### src/rtl/debouncer_multi.sv
// Multi-channel pushbutton debouncer: 2-flop synchroniser, per-channel qualify/hold FSM, DPB/SCEN/MCEN/CCEN.
// Latency: 2 synchroniser cycles plus a registered output stage; no backpressure, every clk edge is consumed.
module debouncer_multi #(
  parameter int N_CH       = 4,
  parameter int T_QUAL     = 8,
  parameter int T_HOLD     = 16,
  parameter int MCEN_BURST = 8,
  parameter bit PB_ACT_LOW = 1'b0
) (
  input  logic            clk,
  input  logic            reset,
  input  logic [N_CH-1:0] pb_in,
  input  logic [N_CH-1:0] ch_en,
  output logic [N_CH-1:0] DPB,
  output logic [N_CH-1:0] SCEN,
  output logic [N_CH-1:0] MCEN,
  output logic [N_CH-1:0] CCEN,
  output logic            any_dpb
);

  localparam int T_MAX = (T_QUAL > T_HOLD) ? T_QUAL : T_HOLD;
  localparam int CW    = $clog2(T_MAX);
  localparam int BW    = (MCEN_BURST > 0) ? $clog2(MCEN_BURST + 1) : 1;

  localparam logic [CW-1:0] QUAL_LAST = CW'(T_QUAL - 1);
  localparam logic [CW-1:0] HOLD_LAST = CW'(T_HOLD - 1);
  localparam logic [BW-1:0] BURST_MAX = BW'(MCEN_BURST);

  typedef enum logic [3:0] {
    S_INI, S_WQ, S_SCEN, S_WH, S_MCEN, S_CCEN_W, S_CONT, S_CCR, S_WFCR
  } state_e;

  // {DPB, SCEN, MCEN, CCEN} for each state
  function automatic logic [3:0] decode(input state_e s);
    logic [3:0] o;
    o = 4'b0000;
    case (s)
      S_SCEN:   o = 4'b1111;
      S_WH:     o = 4'b1000;
      S_MCEN:   o = 4'b1011;
      S_CCEN_W: o = 4'b1001;
      S_CONT:   o = 4'b1011;
      S_CCR:    o = 4'b1000;
      S_WFCR:   o = 4'b1000;
      default:  o = 4'b0000;
    endcase
    return o;
  endfunction

  logic [N_CH-1:0] sync1_q;
  logic [N_CH-1:0] sync2_q;
  logic [N_CH-1:0] dpb_d;
  logic            any_dpb_q;

  always_ff @(posedge clk or negedge reset) begin
    if (!reset) begin
      sync1_q   <= '0;
      sync2_q   <= '0;
      any_dpb_q <= 1'b0;
    end else begin
      sync1_q   <= pb_in ^ {N_CH{PB_ACT_LOW}};
      sync2_q   <= sync1_q;
      any_dpb_q <= |dpb_d;
    end
  end

  assign any_dpb = any_dpb_q;

  for (genvar i = 0; i < N_CH; i++) begin : g_ch
    state_e        state_q, state_d;
    logic [CW-1:0] cnt_q, cnt_d;
    logic [BW-1:0] burst_q, burst_d, burst_inc;
    logic [3:0]    out_q, out_d;
    logic          pb;

    assign pb        = sync2_q[i];
    assign burst_inc = (MCEN_BURST == 0 || burst_q == BURST_MAX) ? burst_q : burst_q + 1'b1;

    always_comb begin
      state_d = state_q;
      burst_d = burst_q;
      unique case (state_q)
        S_INI:    if (pb) state_d = S_WQ;
        S_WQ: begin
          if (!pb)                    state_d = S_INI;
          else if (cnt_q == QUAL_LAST) state_d = S_SCEN;
        end
        S_SCEN: begin
          state_d = S_WH;
          burst_d = burst_inc;
        end
        S_WH: begin
          if (!pb)                    state_d = S_CCR;
          else if (cnt_q == HOLD_LAST) state_d = S_MCEN;
        end
        S_MCEN: begin
          state_d = S_CCEN_W;
          burst_d = burst_inc;
        end
        S_CCEN_W: begin
          if (!pb) state_d = S_CCR;
          else if (cnt_q == QUAL_LAST)
            state_d = (MCEN_BURST != 0 && burst_q == BURST_MAX) ? S_CONT : S_MCEN;
        end
        S_CONT:   if (!pb) state_d = S_CCR;
        S_CCR: begin
          state_d = S_WFCR;
          burst_d = '0;
        end
        // A re-press while waiting out the release is treated as bounce
        S_WFCR: begin
          if (pb)                     state_d = S_WH;
          else if (cnt_q == QUAL_LAST) state_d = S_INI;
        end
        default:  state_d = S_INI;
      endcase

      if (!ch_en[i]) state_d = S_INI;
      if (state_d == S_INI) burst_d = '0;

      // Every state starts timing from zero; the timer only runs while a state persists
      if (state_d != state_q || state_d == S_INI || state_d == S_CONT)
        cnt_d = '0;
      else
        cnt_d = cnt_q + 1'b1;

      out_d = decode(state_d);
    end

    always_ff @(posedge clk or negedge reset) begin
      if (!reset) begin
        state_q <= S_INI;
        cnt_q   <= '0;
        burst_q <= '0;
        out_q   <= 4'b0000;
      end else begin
        state_q <= state_d;
        cnt_q   <= cnt_d;
        burst_q <= burst_d;
        out_q   <= out_d;
      end
    end

    assign dpb_d[i] = out_d[3];
    assign DPB[i]   = out_q[3];
    assign SCEN[i]  = out_q[2];
    assign MCEN[i]  = out_q[1];
    assign CCEN[i]  = out_q[0];
  end

endmodule

### config.mk
export PLATFORM = sky130hd
export DESIGN_NAME = debouncer_multi
export DESIGN_NICKNAME = d
export VERILOG_FILES = /design/src/rtl/debouncer_multi.sv
export SDC_FILE = /design/constraint.sdc
export NUM_CORES = 1
export LEC_CHECK = 0
export ABC_AREA = 0
export CAP_MARGIN = 40
export CORE_MARGIN = 1
export CORE_UTILIZATION = 54
export CTS_CLUSTER_SIZE = 25
export DETAILED_ROUTE_END_ITERATION = 7
export MAX_ROUTING_LAYER = met4
export PLACE_DENSITY = 0.74
export SLEW_MARGIN = 25
export SYNTH_ARGS = -nofsm -noshare
export SYNTH_HDL_FRONTEND = slang
export SYNTH_SLANG_ARGS = --single-unit
export TNS_END_PERCENT = 1
### constraint.sdc
create_clock -name clk -period 3.2 [get_ports clk]
set_input_delay 0.64 -clock clk [delete_from_list [all_inputs] [get_ports clk]]
set_output_delay 0.64 -clock clk [all_outputs]
set_load 0.01 [all_outputs]
==> key figures, run 1 <==
Logic synthesis
  • Top_reg_cell synth: dfrtp_1
  • Mapped cell area: 4330 um2
  • Seq cells post-synth: 73
  • Async S/R FF share, synth: 100.0%
  • Post-synthesis sequential area ratio: 42.18%
  • Avg Inst Size Synth: 9.455 um2
  • Synth warn: 0
  • Top cells by area, synth: dfrtp_1, nand2_1, ha_1
  • Area leader, netlist: dfrtp_1
  • Top cell type's share of synthesized area: 42.18%
  • Mapped Cells: 458
  • Post-synth EDFFs: 0
  • Syn nets: 480
  • Yosys cell types: 74

Global routing
  • Vias in the first global route: 3,226
  • First-pass GRT wire length: 14,670 um
  • Initial antenna violation count: 0
  • Pin count of the biggest net entering global routing: 55
  • Overall Global Routing Usage: 22.56%
  • Gr ovfl total: 0

CTS
  • CTS max path bufs: 2
  • CTS HTree Levels: 3
  • Clock sink total: 73
  • CTS root buf: clkbuf_8
  • Inserted Clock Buffers: 9
  • Setup bufs post-CTS: 0
  • Worst-path clk slew: 0.08 ns
  • CTS tree: yes
  • Cts repair resizes: 0
  • Clock latency on the worst-skew pair: 0.34 ns
  • CTS Hold Bufs: 0

Routing
  • DRT iter0 DRCs: 162
  • Vias: 3,372
  • Post-route ant nets: 0
  • Drt total wl: 8399 um
  • Drt first pass iters: 4
  • Post-DR vias/cell: 5.764
  • Avg WL per Cell: 14.36 um
  • Drt drc: 0

Power and ir drop
  • Power per cell area: 418.2 nW/um2
  • Peak VDD IR: 0.2693 mV
  • Final Power: 2.020 mW
  • P_leak: 2.124 nW

Finish
  • Layout Nets: 500
  • Fillers: 642
  • Most frequent cells in the layout: dfrtp_1, nand2_1, inv_1, nor2_1, clkdlybuf4s50_1
  • Post-layout util: 62.52%
  • Total inserted antenna cells: 0
  • Multi-input gate area: 2268 um2
  • Area delta synth->final: 11.56%
  • Final Cell Area: 4831 um2
  • Share of post-route cells with drive strength above 1: 9.731%
  • Sequential Area: 1827 um2
  • Commonest non-fill, non-tap cell in the layout: dfrtp_1

Floorplanning
  • # rows: 32
  • Initial core utilization: 56.04%
  • Placeable core area: 7727 um2
  • DIE WIDTH: 91.55 um
  • Die footprint: 8381 um2
  • Io pins: 27
  • Die H: 91.55 um

Setup path
  • Critical path's top delay family: simple AND/OR/NAND/NOR gates
  • Cells along the critical path: ha_1 > and3b_1 > o2111a_1 > a211oi_2 > or2_1 > and4_1 > nand3b_1
  • CP arrival: 2.48 ns
  • Crit path from: g_ch[3].cnt_q[0]$_DFF_PN0_
  • Reg2Reg Depth: 7
  • CP bufs+invs: 0
  • CP Depth: 7
  • CP max-delay cell: dfrtp_1
  • Worst setup EP type: flop
  • Reg2Reg Launch Point: g_ch[3].cnt_q[0]$_DFF_PN0_
  • Setup Crit Path Kind: reg2reg
  • WP data required: 3.40 ns
  • CP max stage delay: 0.41 ns
  • Startpoint types: flop
  • Critical path peak fanout: 6

Flow run
  • Total of max-cap violations: 0

Run status
  • Outcome: complete, no violations

STA
  • Final worst path period need: 2.275 ns
  • Slew Viols, Final: 0
  • Least-Margin Pin Slew: 0.5658 ns
  • RSZ-0062 raised after global routing: false
  • Setup tns final: 0 ns
  • Final hold violations: 0
  • Relative slew slack: 61.93%
  • Final setup fails: 0
  • Highest clock rate: 439.5 MHz
  • Skew final: 0.009408 ns
  • Final period util: 71.10%

Worst hold path
  • Hold Path Class: in2async

Place
  • DP Wirelength: 6013 um
  • Placed cell areas: 4621 um2
  • Port buffer count: 26
  • RePlAce Congestion: 0.8855
synthesized netlist by cell type, types with 7 or more instances:
master / instances
nand2_1: 44
buf_2: 8
nor2_1: 30
nor2b_1: 10
and2_1: 11
a21oi_1: 24
dfrtp_1: 73
nor3_1: 22
ha_1: 12
nand3_1: 20
o21ai_0: 13
xor2_1: 11
xnor2_1: 9
nand3b_1: 10
nand4_1: 7
a211oi_1: 7
inv_1: 30
cells by family after synthesis:
family          count (synthesis)  share of synthesized area, %
compound gates                106                         17.94
xor+xnor                       20                         4.045
fa+ha+maj                      12                         3.467
buf+inv                        48                         5.432
flops                          73                         42.18
mux                             2                        0.4912
simple gates                  197                         26.44
flip-flops by register name, indices dropped and copies added (netlist names):
signal,flops
g_ch.burst_q,16
g_ch.cnt_q,16
g_ch.out_q,16
g_ch.state_q,16
sync1_q,4
sync2_q,4
any_dpb,1
worst paths after layout:
| check | to | slack, ns |
|---|---|---|
| min in group clk | sync2_q[2]$_DFF_PN0_ | 0.35 |
| hold / removal | g_ch[1].cnt_q[3]$_DFF_PN0_ | 0.17 |
| hold reg to reg | sync2_q[2]$_DFF_PN0_ | 0.35 |
| max in group asynchronous | g_ch[2].cnt_q[2]$_DFF_PN0_ | 2.49 |
| setup / recovery | any_dpb$_DFF_PN0_ | 0.92 |
| setup reg to reg | any_dpb$_DFF_PN0_ | 0.92 |
cell type report:
class                   count  area share (%)
multi-input cells         337           46.96
repair buffers             27           5.905
clock inverters             6           1.709
inverters                  30           2.331
well taps                 102           2.642
clock buffers              10           2.642
flip-flops and latches     73           37.81
per-stage QoR:
step / setup WS (ns) / instances / hold WS, ns
global placement: 0.8698 / 568 / 0.3342
CTS: 0.9212 / 585 / 0.1692
finish: 0.9247 / 585 / 0.1733
detailed placement: 0.7826 / 569 / 0.3347
global route: 0.7976 / 585 / 0.1686
floorplan: 1.195 / 458 / 0.3312
worst reg2reg max path, delay by kind of cell, from the launching register on:
kind	cells	cell delay [ns]
simple gates	4	0.85
compound gates	2	0.65
flops	1	0.41
fa+ha+maj	1	0.24
layer usage:
| metal | up-vias | global-route usage [%] | wire (um) |
|---|---|---|---|
| met1 | 1625 | 29.36 | 3972 |
| met3 | 8 | 3.936 | 225 |
| met4 | 0 | 7.804 | 87 |
| li1 | 1680 | - | - |
| met5 | - | - | 0 |
| met2 | 59 | 35.65 | 4113 |
report_power, final:
| group | switching [mW] | internal (mW) | leakage [nW] | total, mW |
|---|---|---|---|---|
| Combinational | 0.136 | 0.109 | 1.03 | 0.245 |
| Clock | 0.340 | 0.435 | 0.106 | 0.776 |
| Sequential | 0.0486 | 0.951 | 0.991 | 0.999 |
| Total | 0.525 | 1.50 | 2.12 | 2.02 |
(Power assumes the default switching activity.)
==> run 2: changes to the inputs <==
==> constraint.sdc (replaced) <==
create_clock -name clk -period 2.4 [get_ports clk]
set_input_delay 0.48 -clock clk [delete_from_list [all_inputs] [get_ports clk]]
set_output_delay 0.48 -clock clk [all_outputs]
set_load 0.01 [all_outputs]
==> run 2 against run 1 <==
- cell area increased by 0.83%
- power up 36%
- hold slack lost 0.11 ns
- sequential power is 32% higher
- combinational power increased by 44%
- register-to-register slack worse by 0.74 ns
- non-clock buffer count grew 5
- critical path type unchanged
- utilization rose by 0.52 points
- clock power rose by 37%
- highest routed layer unchanged
==> key figures, run 2 (same netlist as run 1, synthesis figures left out) <==
STA
  • Skew final: 0.008879 ns (-0.0005296 ns)
  • Setup tns final: 0 ns (unchanged)
  • Slew Viols, Final: 0 (unchanged)
  • Final period util: 92.23% (+21 points)
  • Hold slack: 0.05862 ns (-0.1147 ns)
  • Least-Margin Pin Slew: 0.5823 ns (+0.01647 ns)
  • Highest clock rate: 451.8 MHz (+2.8%)
  • Relative slew slack: 60.82% (-1.1 points)
  • Final setup fails: 0 (unchanged)
  • Final worst path period need: 2.214 ns (-0.06179 ns)
  • Final hold violations: 0 (unchanged)
  • RSZ-0062 raised after global routing: false

Setup path
  • Critical path peak fanout: 4 (-2)
  • CP arrival: 2.43 ns (-0.05 ns)
  • Reg2Reg Launch Point: g_ch[3].cnt_q[0]$_DFF_PN0_
  • Setup Crit Path Kind: reg2reg
  • Worst reg2reg endpoint: g_ch[3].burst_q[3]$_DFFE_PN0P_
  • CP Depth: 8 (+1)
  • Worst setup EP type: flop
  • Crit path from: g_ch[3].cnt_q[0]$_DFF_PN0_
  • Cells along the critical path: ha_1 > and3b_1 > o2111a_1 > a211oi_2 > buf_4 > nand2b_1 > a31oi_1 > nor3_1
  • WP data required: 2.62 ns (-0.78 ns)
  • CP max-delay cell: dfrtp_1
  • CP bufs+invs: 1 (+1)
  • Critical path's top delay family: compound AO/OA/AOI/OAI gates
  • Setup crit end: g_ch[3].burst_q[3]$_DFFE_PN0P_
  • Startpoint types: flop
  • CP max stage delay: 0.41 ns (about the same)
  • Reg2Reg Depth: 8 (+1)
  • Reg-to-reg slack, setup: 0.19 ns (-0.74 ns)

Routing
  • DRT iter0 DRCs: 189 (+17%)
  • Drt total wl: 8668 um (+3.2%)
  • Drt drc: 0 (unchanged)
  • Avg WL per Cell: 14.69 um (+2.3%)
  • Post-DR vias/cell: 5.744 (-0.35%)
  • Drt first pass iters: 6 (+2)
  • Vias: 3,389 (+0.50%)
  • Post-route ant nets: 0 (unchanged)

Finish
  • Most frequent cells in the layout: dfrtp_1, nand2_1, inv_1, nor2_1, clkdlybuf4s50_1
  • Layout Nets: 505 (+1.0%)
  • Commonest non-fill, non-tap cell in the layout: dfrtp_1
  • Fin cells: 590 (+0.85%)
  • Share of post-route cells with drive strength above 1: 10.66% (+0.92 points)
  • Final Cell Area: 4871 um2 (+0.83%)
  • Total inserted antenna cells: 0 (unchanged)
  • Fillers: 642 (unchanged)
  • Area delta synth->final: 12.48%

Worst hold path
  • Hold Path Class: in2async

Global routing
  • Initial antenna violation count: 0 (unchanged)
  • Pin count of the biggest net entering global routing: 42 (-24%)
  • First-pass GRT wire length: 14,880 um (+1.5%)
  • Gr ovfl total: 0 (unchanged)
  • Overall Global Routing Usage: 22.75% (+0.19 points)
  • Vias in the first global route: 3,280 (+1.7%)

CTS
  • Clock sink total: 73 (unchanged)
  • CTS Hold Bufs: 0 (unchanged)
  • CTS HTree Levels: 3 (unchanged)
  • CTS tree: yes
  • Clock latency on the worst-skew pair: 0.34 ns (about the same)
  • CTS max path bufs: 2 (unchanged)
  • Setup bufs post-CTS: 0 (unchanged)
  • Cts repair resizes: 0 (unchanged)
  • CTS root buf: clkbuf_8
  • Worst-path clk slew: 0.08 ns (about the same)
  • Inserted Clock Buffers: 9 (unchanged)

Place
  • Dpl cells: 574 (+0.88%)
  • RePlAce Congestion: 0.9165 (+3.5%)
  • Port buffer count: 26 (unchanged)
  • DP Wirelength: 6197 um (+3.1%)
  • Placed cell areas: 4651 um2 (+0.65%)

Power and ir drop
  • Power per cell area: 562.1 nW/um2 (+34%)
  • Peak VDD IR: 0.4635 mV (+72%)
  • Final Power: 2.738 mW (+36%)
  • P_leak: 2.153 nW (+1.4%)

Floorplanning
  • Die H: 91.55 um (unchanged)
  • Die footprint: 8381 um2 (unchanged)
  • Placeable core area: 7727 um2 (unchanged)
  • Io pins: 27 (unchanged)
  • DIE WIDTH: 91.55 um (unchanged)
  • # rows: 32 (unchanged)
  • Initial core utilization: 56.04% (unchanged)

Flow run
  • Total of max-cap violations: 0 (unchanged)

Run status
  • Outcome: complete, no violations
==> run 2: cell count changes in the layout (fill, tap and decap cells not counted) <==
cell	change
clkbuf_8	+1
buf_16	-1
clkinv_2	-1
buf_12	+1
clkinvlp_4	-1
clkinv_4	+1
buf_4	+5
==> run 2: layer usage <==
layer	vias up	GRT usage [%]	part of all wire, %
met2	89	35.90	49
met5	-	-	0
met1	1609	29.64	46
li1	1682	-	-
met4	0	7.672	0.81
met3	9	4.188	3.9
==> run 2: layout make-up <==
class / instances / area [um2] / area share, %
clock buffer: 11 / 141.4 / 2.903
inverter: 30 / 112.6 / 2.312
tap: 102 / 127.6 / 2.620
sequential: 73 / 1827 / 37.50
clock inverter: 5 / 78.83 / 1.618
timing repair buffer: 32 / 315.3 / 6.473
multi-input combinational: 337 / 2268 / 46.57
==> run 2: report_power, final <==
part	total (mW)	leakage (nW)	switching, mW	internal (mW)
Clock	1.06	0.113	0.449	0.612
Sequential	1.32	0.991	0.0557	1.27
Combinational	0.353	1.05	0.196	0.157
Total	2.74	2.15	0.701	2.04
==> run 2: worst min path at each step <==
stage	start	end	slack, ns	depth (start not counted)
2_1_floorplan	reset	any_dpb$_DFF_PN0_	0.18	0
3_3_place_gp	sync1_q[0]$_DFF_PN0_	sync2_q[0]$_DFF_PN0_	0.33	0
3_5_place_dp	sync1_q[0]$_DFF_PN0_	sync2_q[0]$_DFF_PN0_	0.33	0
4_1_cts	reset	g_ch[1].cnt_q[2]$_DFF_PN0_	0.07	1
5_1_grt	reset	g_ch[1].cnt_q[2]$_DFF_PN0_	0.08	1
6_report	reset	g_ch[1].cnt_q[3]$_DFF_PN0_	0.06	1
==> run 2: per-stage QoR <==
stage | util, % | worst slack (ns)
after CTS | 63.03 | 0.2015
final | 63.03 | 0.1865
after global routing | 63.03 | 0.03280
after floorplan | - | 0.3947
after global placement | 59.93 | 0.2355
after detailed placement | 60.18 | 0.1391
